==> src/rtl/wbutohex_pack_if.sv <==
// Byte-in / packed-word-out stream bundle between the serial receiver,
// the ASCII decoder/packer and the command decompressor.
interface wbutohex_pack_if #(
    parameter int unsigned DW = 6
);
    logic          i_stb;
    logic          o_busy;
    logic [7:0]    i_byte;
    logic          o_soft_reset;
    logic          o_stb;
    logic          i_busy;
    logic          o_valid;
    logic [DW-1:0] o_data;
    logic [7:0]    o_raw;
    logic [15:0]   o_drop;

    // The decoder/packer side.
    modport slave (
        input  i_stb, i_byte, i_busy,
        output o_busy, o_soft_reset, o_stb, o_valid, o_data, o_raw, o_drop
    );

    // The side that feeds bytes in and consumes words.
    modport master (
        output i_stb, i_byte, i_busy,
        input  o_busy, o_soft_reset, o_stb, o_valid, o_data, o_raw, o_drop
    );
endinterface

==> src/rtl/wbutohex_pack.sv <==
// ASCII-to-symbol decoder and packer for the wbubus command path.
// MODE 0 decodes the 6-bit wbu alphabet, MODE 1 plain hex (4-bit);
// PACK symbols are shifted into one word, first symbol in the MS bits.
module wbutohex_pack #(
    parameter int unsigned MODE = 0,
    parameter int unsigned PACK = 1
) (
    input  logic           i_clk,
    input  logic           i_reset,
    wbutohex_pack_if.slave bus
);
    localparam int unsigned BW = (MODE == 0) ? 6 : 4;
    localparam int unsigned DW = PACK * BW;
    localparam int unsigned CW = (PACK > 1) ? $clog2(PACK) : 1;
    localparam logic [CW-1:0] LAST_CNT = CW'(PACK - 1);

    logic [DW-1:0] r_acc;
    logic [CW-1:0] r_cnt;
    logic          r_stb;
    logic          r_valid;
    logic [DW-1:0] r_data;
    logic [7:0]    r_raw;
    logic [15:0]   r_drop;
    logic          r_soft_reset;

    logic [6:0]    w_b;
    logic [6:0]    w_sym7;
    logic          w_legal;
    logic          w_ctrl_c;
    logic          w_accept;
    logic [BW-1:0] w_sym;
    logic [DW-1:0] w_acc_next;

    // Decode the received byte into a symbol and a legality flag.
    always_comb begin
        w_b     = bus.i_byte[6:0];
        w_sym7  = 7'd0;
        w_legal = 1'b0;
        if (w_b >= 7'h30 && w_b <= 7'h39) begin
            w_sym7  = w_b - 7'h30;
            w_legal = 1'b1;
        end else if (MODE == 0) begin
            if (w_b >= 7'h41 && w_b <= 7'h5A) begin
                w_sym7  = w_b - 7'd55;
                w_legal = 1'b1;
            end else if (w_b >= 7'h61 && w_b <= 7'h7A) begin
                w_sym7  = w_b - 7'd61;
                w_legal = 1'b1;
            end else if (w_b == 7'h40) begin
                w_sym7  = 7'd62;
                w_legal = 1'b1;
            end else if (w_b == 7'h25) begin
                w_sym7  = 7'd63;
                w_legal = 1'b1;
            end
        end else begin
            if (w_b >= 7'h41 && w_b <= 7'h46) begin
                w_sym7  = w_b - 7'd55;
                w_legal = 1'b1;
            end else if (w_b >= 7'h61 && w_b <= 7'h66) begin
                w_sym7  = w_b - 7'd87;
                w_legal = 1'b1;
            end
        end
        if (bus.i_byte[7]) begin
            w_legal = 1'b0;
        end
    end

    assign w_sym      = BW'(w_sym7);
    assign w_acc_next = DW'({r_acc, w_sym});
    assign w_ctrl_c   = (w_b == 7'h03);
    assign w_accept   = bus.i_stb && !(r_stb && bus.i_busy);

    // Shift symbols in, emit words, report framing/illegal bytes and ^C.
    always_ff @(posedge i_clk) begin
        if (i_reset) begin
            r_acc        <= '0;
            r_cnt        <= '0;
            r_stb        <= 1'b0;
            r_valid      <= 1'b0;
            r_data       <= '0;
            r_raw        <= 8'd0;
            r_drop       <= 16'd0;
            r_soft_reset <= 1'b1;
        end else begin
            r_soft_reset <= 1'b0;
            if (r_stb && !bus.i_busy) begin
                r_stb <= 1'b0;
            end
            if (w_accept) begin
                if (w_ctrl_c) begin
                    r_cnt        <= '0;
                    r_acc        <= '0;
                    r_soft_reset <= 1'b1;
                end else if (w_legal) begin
                    r_acc <= w_acc_next;
                    if (r_cnt == LAST_CNT) begin
                        r_stb   <= 1'b1;
                        r_valid <= 1'b1;
                        r_data  <= w_acc_next;
                        r_raw   <= 8'd0;
                        r_cnt   <= '0;
                    end else begin
                        r_cnt <= r_cnt + CW'(1);
                    end
                end else begin
                    r_stb   <= 1'b1;
                    r_valid <= 1'b0;
                    r_data  <= '0;
                    r_raw   <= bus.i_byte;
                    if (r_cnt != '0 && r_drop != 16'hFFFF) begin
                        r_drop <= r_drop + 16'd1;
                    end
                    r_cnt <= '0;
                    r_acc <= '0;
                end
            end
        end
    end

    assign bus.o_busy       = r_stb && bus.i_busy;
    assign bus.o_stb        = r_stb;
    assign bus.o_valid      = r_valid;
    assign bus.o_data       = r_data;
    assign bus.o_raw        = r_raw;
    assign bus.o_drop       = r_drop;
    assign bus.o_soft_reset = r_soft_reset;
endmodule

==> src/flat_wrapper.sv <==
// flat-port wrapper written by rule: the top's interface ports become plain ports
module wbutohex_pack_flat 
#(
    parameter int unsigned MODE = 0,
    parameter int unsigned PACK = 1
)
  (i_clk, i_reset, bus_i_stb, bus_i_byte, bus_i_busy, bus_o_busy, bus_o_soft_reset, bus_o_stb, bus_o_valid, bus_o_data, bus_o_raw, bus_o_drop);
  wbutohex_pack_if #(.DW(6)) bus_i ();
  input  logic i_clk;
  input  logic i_reset;
  input wire logic [$bits(bus_i.i_stb)-1:0] bus_i_stb;
  input wire logic [$bits(bus_i.i_byte)-1:0] bus_i_byte;
  input wire logic [$bits(bus_i.i_busy)-1:0] bus_i_busy;
  output wire logic [$bits(bus_i.o_busy)-1:0] bus_o_busy;
  output wire logic [$bits(bus_i.o_soft_reset)-1:0] bus_o_soft_reset;
  output wire logic [$bits(bus_i.o_stb)-1:0] bus_o_stb;
  output wire logic [$bits(bus_i.o_valid)-1:0] bus_o_valid;
  output wire logic [$bits(bus_i.o_data)-1:0] bus_o_data;
  output wire logic [$bits(bus_i.o_raw)-1:0] bus_o_raw;
  output wire logic [$bits(bus_i.o_drop)-1:0] bus_o_drop;
  assign bus_i.i_stb = bus_i_stb;
  assign bus_i.i_byte = bus_i_byte;
  assign bus_i.i_busy = bus_i_busy;
  assign bus_o_busy = bus_i.o_busy;
  assign bus_o_soft_reset = bus_i.o_soft_reset;
  assign bus_o_stb = bus_i.o_stb;
  assign bus_o_valid = bus_i.o_valid;
  assign bus_o_data = bus_i.o_data;
  assign bus_o_raw = bus_i.o_raw;
  assign bus_o_drop = bus_i.o_drop;
  wbutohex_pack #(.MODE(MODE), .PACK(PACK)) u_core (.i_clk(i_clk), .i_reset(i_reset), .bus(bus_i));
endmodule
==> config.mk <==
export PLATFORM = sky130hd
export DESIGN_NAME = wbutohex_pack_flat
export DESIGN_NICKNAME = d
export VERILOG_FILES = /design/src/rtl/wbutohex_pack_if.sv /design/src/rtl/wbutohex_pack.sv /design/src/flat_wrapper.sv
export SDC_FILE = /design/constraint.sdc
export NUM_CORES = 1
export LEC_CHECK = 0
export CORE_AREA = 2 2 44 86
export CTS_BUF_LIST = sky130_fd_sc_hd__clkbuf_4
export DETAILED_ROUTE_END_ITERATION = 10
export DIE_AREA = 0 0 46 88
export HOLD_SLACK_MARGIN = 0.15
export PLACE_DENSITY = 0.75
export SETUP_SLACK_MARGIN = 0.2
export SKIP_LAST_GASP = 1
export SLEW_MARGIN = 20
export SYNTH_ARGS = -nofsm -noshare
export SYNTH_HDL_FRONTEND = slang
export SYNTH_SLANG_ARGS = --single-unit
==> constraint.sdc <==
create_clock -name i_clk -period 2.2 [get_ports i_clk]
set_clock_uncertainty 0.15 [all_clocks]
set_input_delay 0.44 -clock i_clk [delete_from_list [all_inputs] [get_ports i_clk]]
set_output_delay 0.44 -clock i_clk [all_outputs]
set_load 0.01 [all_outputs]
After elaboration in Yosys (flattened, before gate mapping):

Index checks and enable logic that the tools add are counted.

* register bits after elaboration: 34
* bits of input ports: 12
* output and inout bits: 34
* logic and storage cells: 63

* $add $sub $neg: 5
* order comparisons: 6
* equality and inequality tests: 5
* mux-type cells: 27
* bitwise gates (word level): 2
* reduce and logical (&&, ||, !) cells: 11

Operators with widths (number)
* 6-bit two-way mux: 7
* 1-bit two-way mux: 18
* 6-bit subtractor, second input constant: 3
* 16-bit by 1-bit adder with 16-bit output, second input constant: 1
* 8-bit two-way mux: 2
* 16-bit != test, second input constant: 1
* 7-bit >= comparator, second input constant: 2
* 7-bit <= comparator, second input constant: 2
* 7-bit by 2-bit equality test with 1-bit output, second input constant: 1
* 7-bit by 6-bit equality test with 1-bit output, second input constant: 1
* 7-bit equality test, second input constant: 1
* 7-bit by 6-bit >= comparator with 1-bit output, second input constant: 1
* 7-bit by 6-bit <= comparator with 1-bit output, second input constant: 1
* 1-bit logical AND: 7
* 4-bit AND reduction: 1
* 3-bit AND reduction: 1
* 1-bit logical NOT: 2
* 2-bit != test, second input constant: 1
* 1-bit NOT: 2
* 1-bit adder, second input constant: 1

Depth between registers and ports, before layout:

Gate-level depths: netlist of the first run.

* word-level depth: 10
* gate-level depth with buffers: 10
* mapped depth without buffers: 8

Worst setup path after synthesis of the first run:

No wires, ideal clock.

* kind: input to register
* from: input bus_i_byte[1]
* to: register u_core.r_data[4], in the netlist u_core.bus.o_data[4]
* library setup time: 0.067 ns
* arrival time: 2.084 ns
* data required time: 1.983 ns
* path slack: -0.100 ns
* cell stages on the path: 9
* path buffers: 1
* cells stage by stage: buf_6 -> inv_1 -> ha_1 -> nand4bb_1 -> a31o_1 -> o21ba_2 -> a31o_2 -> a311o_1 -> a21oi_2

* word-level cells in the longest chain between the ends: 9
* elaborated cells on any way between the ends: 31
* classes of those cells: add/sub (3); order compare (6); eq/ne (4); mux (13); bitwise (1); reduce/logical (4)

Ends and longest elaborated chain
* from (decl): line flat_wrapper.sv:12 `input wire logic [$bits(bus_i.i_byte)-1:0] bus_i_byte;`
* branches (longest 9 deep; another with 7-bit >= comparator)
* to (signal assigned): line wbutohex_pack.sv:101 `r_data <= w_acc_next;`
* to (decl): line wbutohex_pack.sv:21 `logic [DW-1:0] r_data;`

Parallel ways; which one is timed is not known. The select of a mux whose other input is x is not followed.
A chain may end at the register's enable or synchronous reset.

Final worst setup path of the first run:

Same ends and word-level chain as after synthesis.

==> results.txt, run 1 <==
outcome = complete, no violations
Pwr Total = 0.895 mW
CTS Buf Count = 3
post-synth cell types = 52
post-synthesis average cell area = 7.93 µm²
crit-path cells = buf_6, buf_6, inv_6, ha_4, buf_6, nand4b_1, a21oi_2, o21ba_4, a31o_4, a311o_1, a21oi_2
Via Count = 1645
critical path capture point type = register
post-synth top area share = 24.5%
antenna viol nets, final = 0
total length of routed wires = 5.06 mm
slowest CP cell = a311o_1
net load switching power = 0.296 mW
Switching Share = 33.1%
top_reg_cell synth = dfxtp_1
HP Class = register to register
DRC = 0
RSZ-0062 raised after global routing = true
synthesized area = 1390 µm²
Final Core Density = 68.1%
Synth area leader = dfxtp_1
leak pwr = 0.955 nW
clock tree buffer depth = 2
Post-synth top cells = 18 x buf_4, 17 x dfxtp_1, 15 x a21oi_1, 15 x nand2_1, 15 x nor2_1
grt met3 use = 2.47%
CP Max Fanout = 5
global-route wire length before repair = 7.25 mm
Port Buffers = 29
# H-tree levels = 1
final worst path period need = 2.17 ns
layout net count = 270
total grt overflow = 0
largest net degree at the start of global routing = 12
post-synthesis sequential area ratio = 24.5%
most frequent cell after synthesis = buf_4
Final period util = 98.8%
final hold viol count = 0
Crit path max-delay family = compound AO/OA/AOI/OAI gates
Pint = 0.599 mW
Async SR Flop Fraction = 0%
max-cap viol count = 0
combinational share of power = 43.5%
clk sinks = 17
WS Path Type = primary input to register
DR vias/cell = 5.81
P&R area growth vs syn = 65.8%
Post-CTS Hold Buffers = 0
total global-route track usage = 24.9%
Seq. cell area = 340 µm²
sequential power share = 37.0%
design area = 2300 µm²
worst hold start = u_core.bus.o_raw[0]
Starting Density = 41.1%
Chip Height = 88 µm
row count = 30
number of global-route vias before repair = 1588
antenna cells = 0
Die W = 46 µm
#FFs+latches synth = 17
die area = 4050 µm²
Root Buffer Master = clkbuf_4
filler instances = 253
Worst EP required = 2.28 ns
RR Endpoint = u_core.bus.o_data[4]
worst hold path stage count = 2
Placer Congestion = 0.912
CP max stage delay = 0.36 ns
Routed WL per cell = 17.9 µm
Gate Count Post-Synth = 175
initial antenna violation count = 0
HPWL Detailed = 3.41 mm
Ports = 46
yosys warns = 0
GRT met1 Usage = 23.1%
final setup fails = 0
Clk pwr share = 19.5%
flop2flop setup slack = 0.37 ns
fmax = 0.460 GHz
DRT iter0 DRCs = 60
worst vdd ir = 0.368 mV
WHS Endpoint = u_core.bus.o_raw[0]
TritonRoute pass-1 iters = 4
Worst setup SP type = primary input
TritonCTS clock tree = done
CP bufs+invs = 4
placed cell area = 1950 µm²
Power Density = 389 nW/µm²
RR Startpoint = u_core.bus.o_stb
met2 usage = 45.2%
Worst EP arrival = 2.25 ns
area of the multi-input gates = 1120 µm²
Worst-path clk slew = 0.09 ns
busiest grt layer = met2
Post-synth EDFFs = 0
most frequent CP cell = buf_6
synth top area cells = dfxtp_1 25%, buf_4 9.7%, a21oi_1 5.4%, ha_1 5.4%, nand2_1 4.1%
Core Region = 3380 µm²
Max Slew Vio Count = 0
layout cells sized above 1 = 44.6%
worst skew pair latency = 0.29 ns
worst r2r path cells = 6
[sequential cells by signal, summed over array words and instances, names as in the netlist]
name / cells
u_core.bus.o_valid: 1
u_core.bus.o_stb: 1
u_core.bus.o_soft_reset: 1
u_core.bus.o_data: 6
u_core.bus.o_raw: 8
[per-layer routing]
metal	wire length, µm	vias to the layer above
met1	1640	764
met5	0	-
met3	254	39
li1	-	751
met4	418	0
met2	2750	91
[kinds of logic after synthesis]
family                     after synthesis  share of synthesized area, %
and+or+nand+nor                         58                          21.5
DFF                                     17                          24.5
buffers and inverters                   34                          16.4
AOI/OAI and AO/OA                       58                          31.3
xor gates and xnor gates                 1                         0.631
adders and majority gates                6                          5.41
other                                    1                         0.270
[through the flow]
step / instances / hold slack (ns) / setup slack (ns) / setup TNS (ns)
5_1_grt: 283 / 0.342 / -0.00446 / -0.00446
3_5_place_dp: 265 / 0.293 / -0.632 / -8.16
4_1_cts: 280 / 0.318 / 0.0419 / 0
3_3_place_gp: 265 / 0.294 / -0.566 / -7.71
2_1_floorplan: 190 / 0.326 / 0.0337 / 0
6_report: 283 / 0.313 / 0.0261 / 0
[placed cells by master (no fill, tap or decap), types with 3 or more instances in the layout]
cell type / instances
conb_1: 16
a21oi_2: 7
ha_4: 3
o21ai_0: 5
dlygate4sd2_1: 3
dfxtp_1: 17
nand4b_1: 3
clkbuf_4: 4
nor2_1: 12
a21oi_1: 9
a31o_4: 3
buf_4: 46
o21a_1: 3
nand3_1: 3
buf_2: 3
nand2b_1: 3
buf_6: 11
nand2_1: 14
nand3_2: 7
clkdlybuf4s50_1: 21
and3_1: 3
[power groups by stage]
stage | Combinational (mW) | Sequential, mW | Clock [mW]
2_1_floorplan | 0.181 | 0.345 | 0
3_3_place_gp | 0.303 | 0.338 | 0
3_5_place_dp | 0.306 | 0.338 | 0
4_1_cts | 0.342 | 0.331 | 0.180
5_1_grt | 0.414 | 0.333 | 0.193
6_report | 0.389 | 0.331 | 0.174
[worst max path at each step]
| stage | endpoint | slack (ns) | cells after the start | from |
|---|---|---|---|---|
| 5_1_grt | u_core.bus.o_data[4] | -0.004 | 10 | bus_i_byte[1] |
| 2_1_floorplan | u_core.bus.o_data[4] | 0.03 | 9 | bus_i_byte[1] |
| 4_1_cts | u_core.bus.o_data[1] | 0.04 | 10 | bus_i_byte[1] |
| 3_3_place_gp | u_core.bus.o_data[1] | -0.57 | 9 | bus_i_byte[4] |
| 3_5_place_dp | u_core.bus.o_data[4] | -0.63 | 8 | bus_i_byte[0] |
| 6_report | u_core.bus.o_data[4] | 0.03 | 11 | bus_i_byte[1] |
[worst register-to-register path: stages (launching register included)]
cell      delay [ns]
dfxtp_1         0.33
a21boi_1        0.22
o31a_1          0.22
nand2b_1        0.11
a31o_4          0.24
a311o_1         0.36
a21oi_2         0.14
[timing repair]
| item | CTS | global route |
|---|---|---|
| resized for setup | 48 | 28 |
| endpoints found under the setup margin | 18 | 14 |
| buffers inserted | 11 | 3 |
| pin swaps | 25 | 21 |
[final cells by class]
class / instances / area share (%)
clock buffer: 4 / 1.31
inverter: 5 / 1.14
multi-input combinational: 139 / 48.6
sequential: 17 / 14.8
tap: 32 / 1.74
timing repair buffer: 86 / 32.4
(Power assumes the default switching activity.)
==> run 2, diff against run 1 <==
- SLEW_MARGIN: 20 -> not set
==> results of run 2 <==
The final DEF is identical to that of run 1; final timing and power are the same.
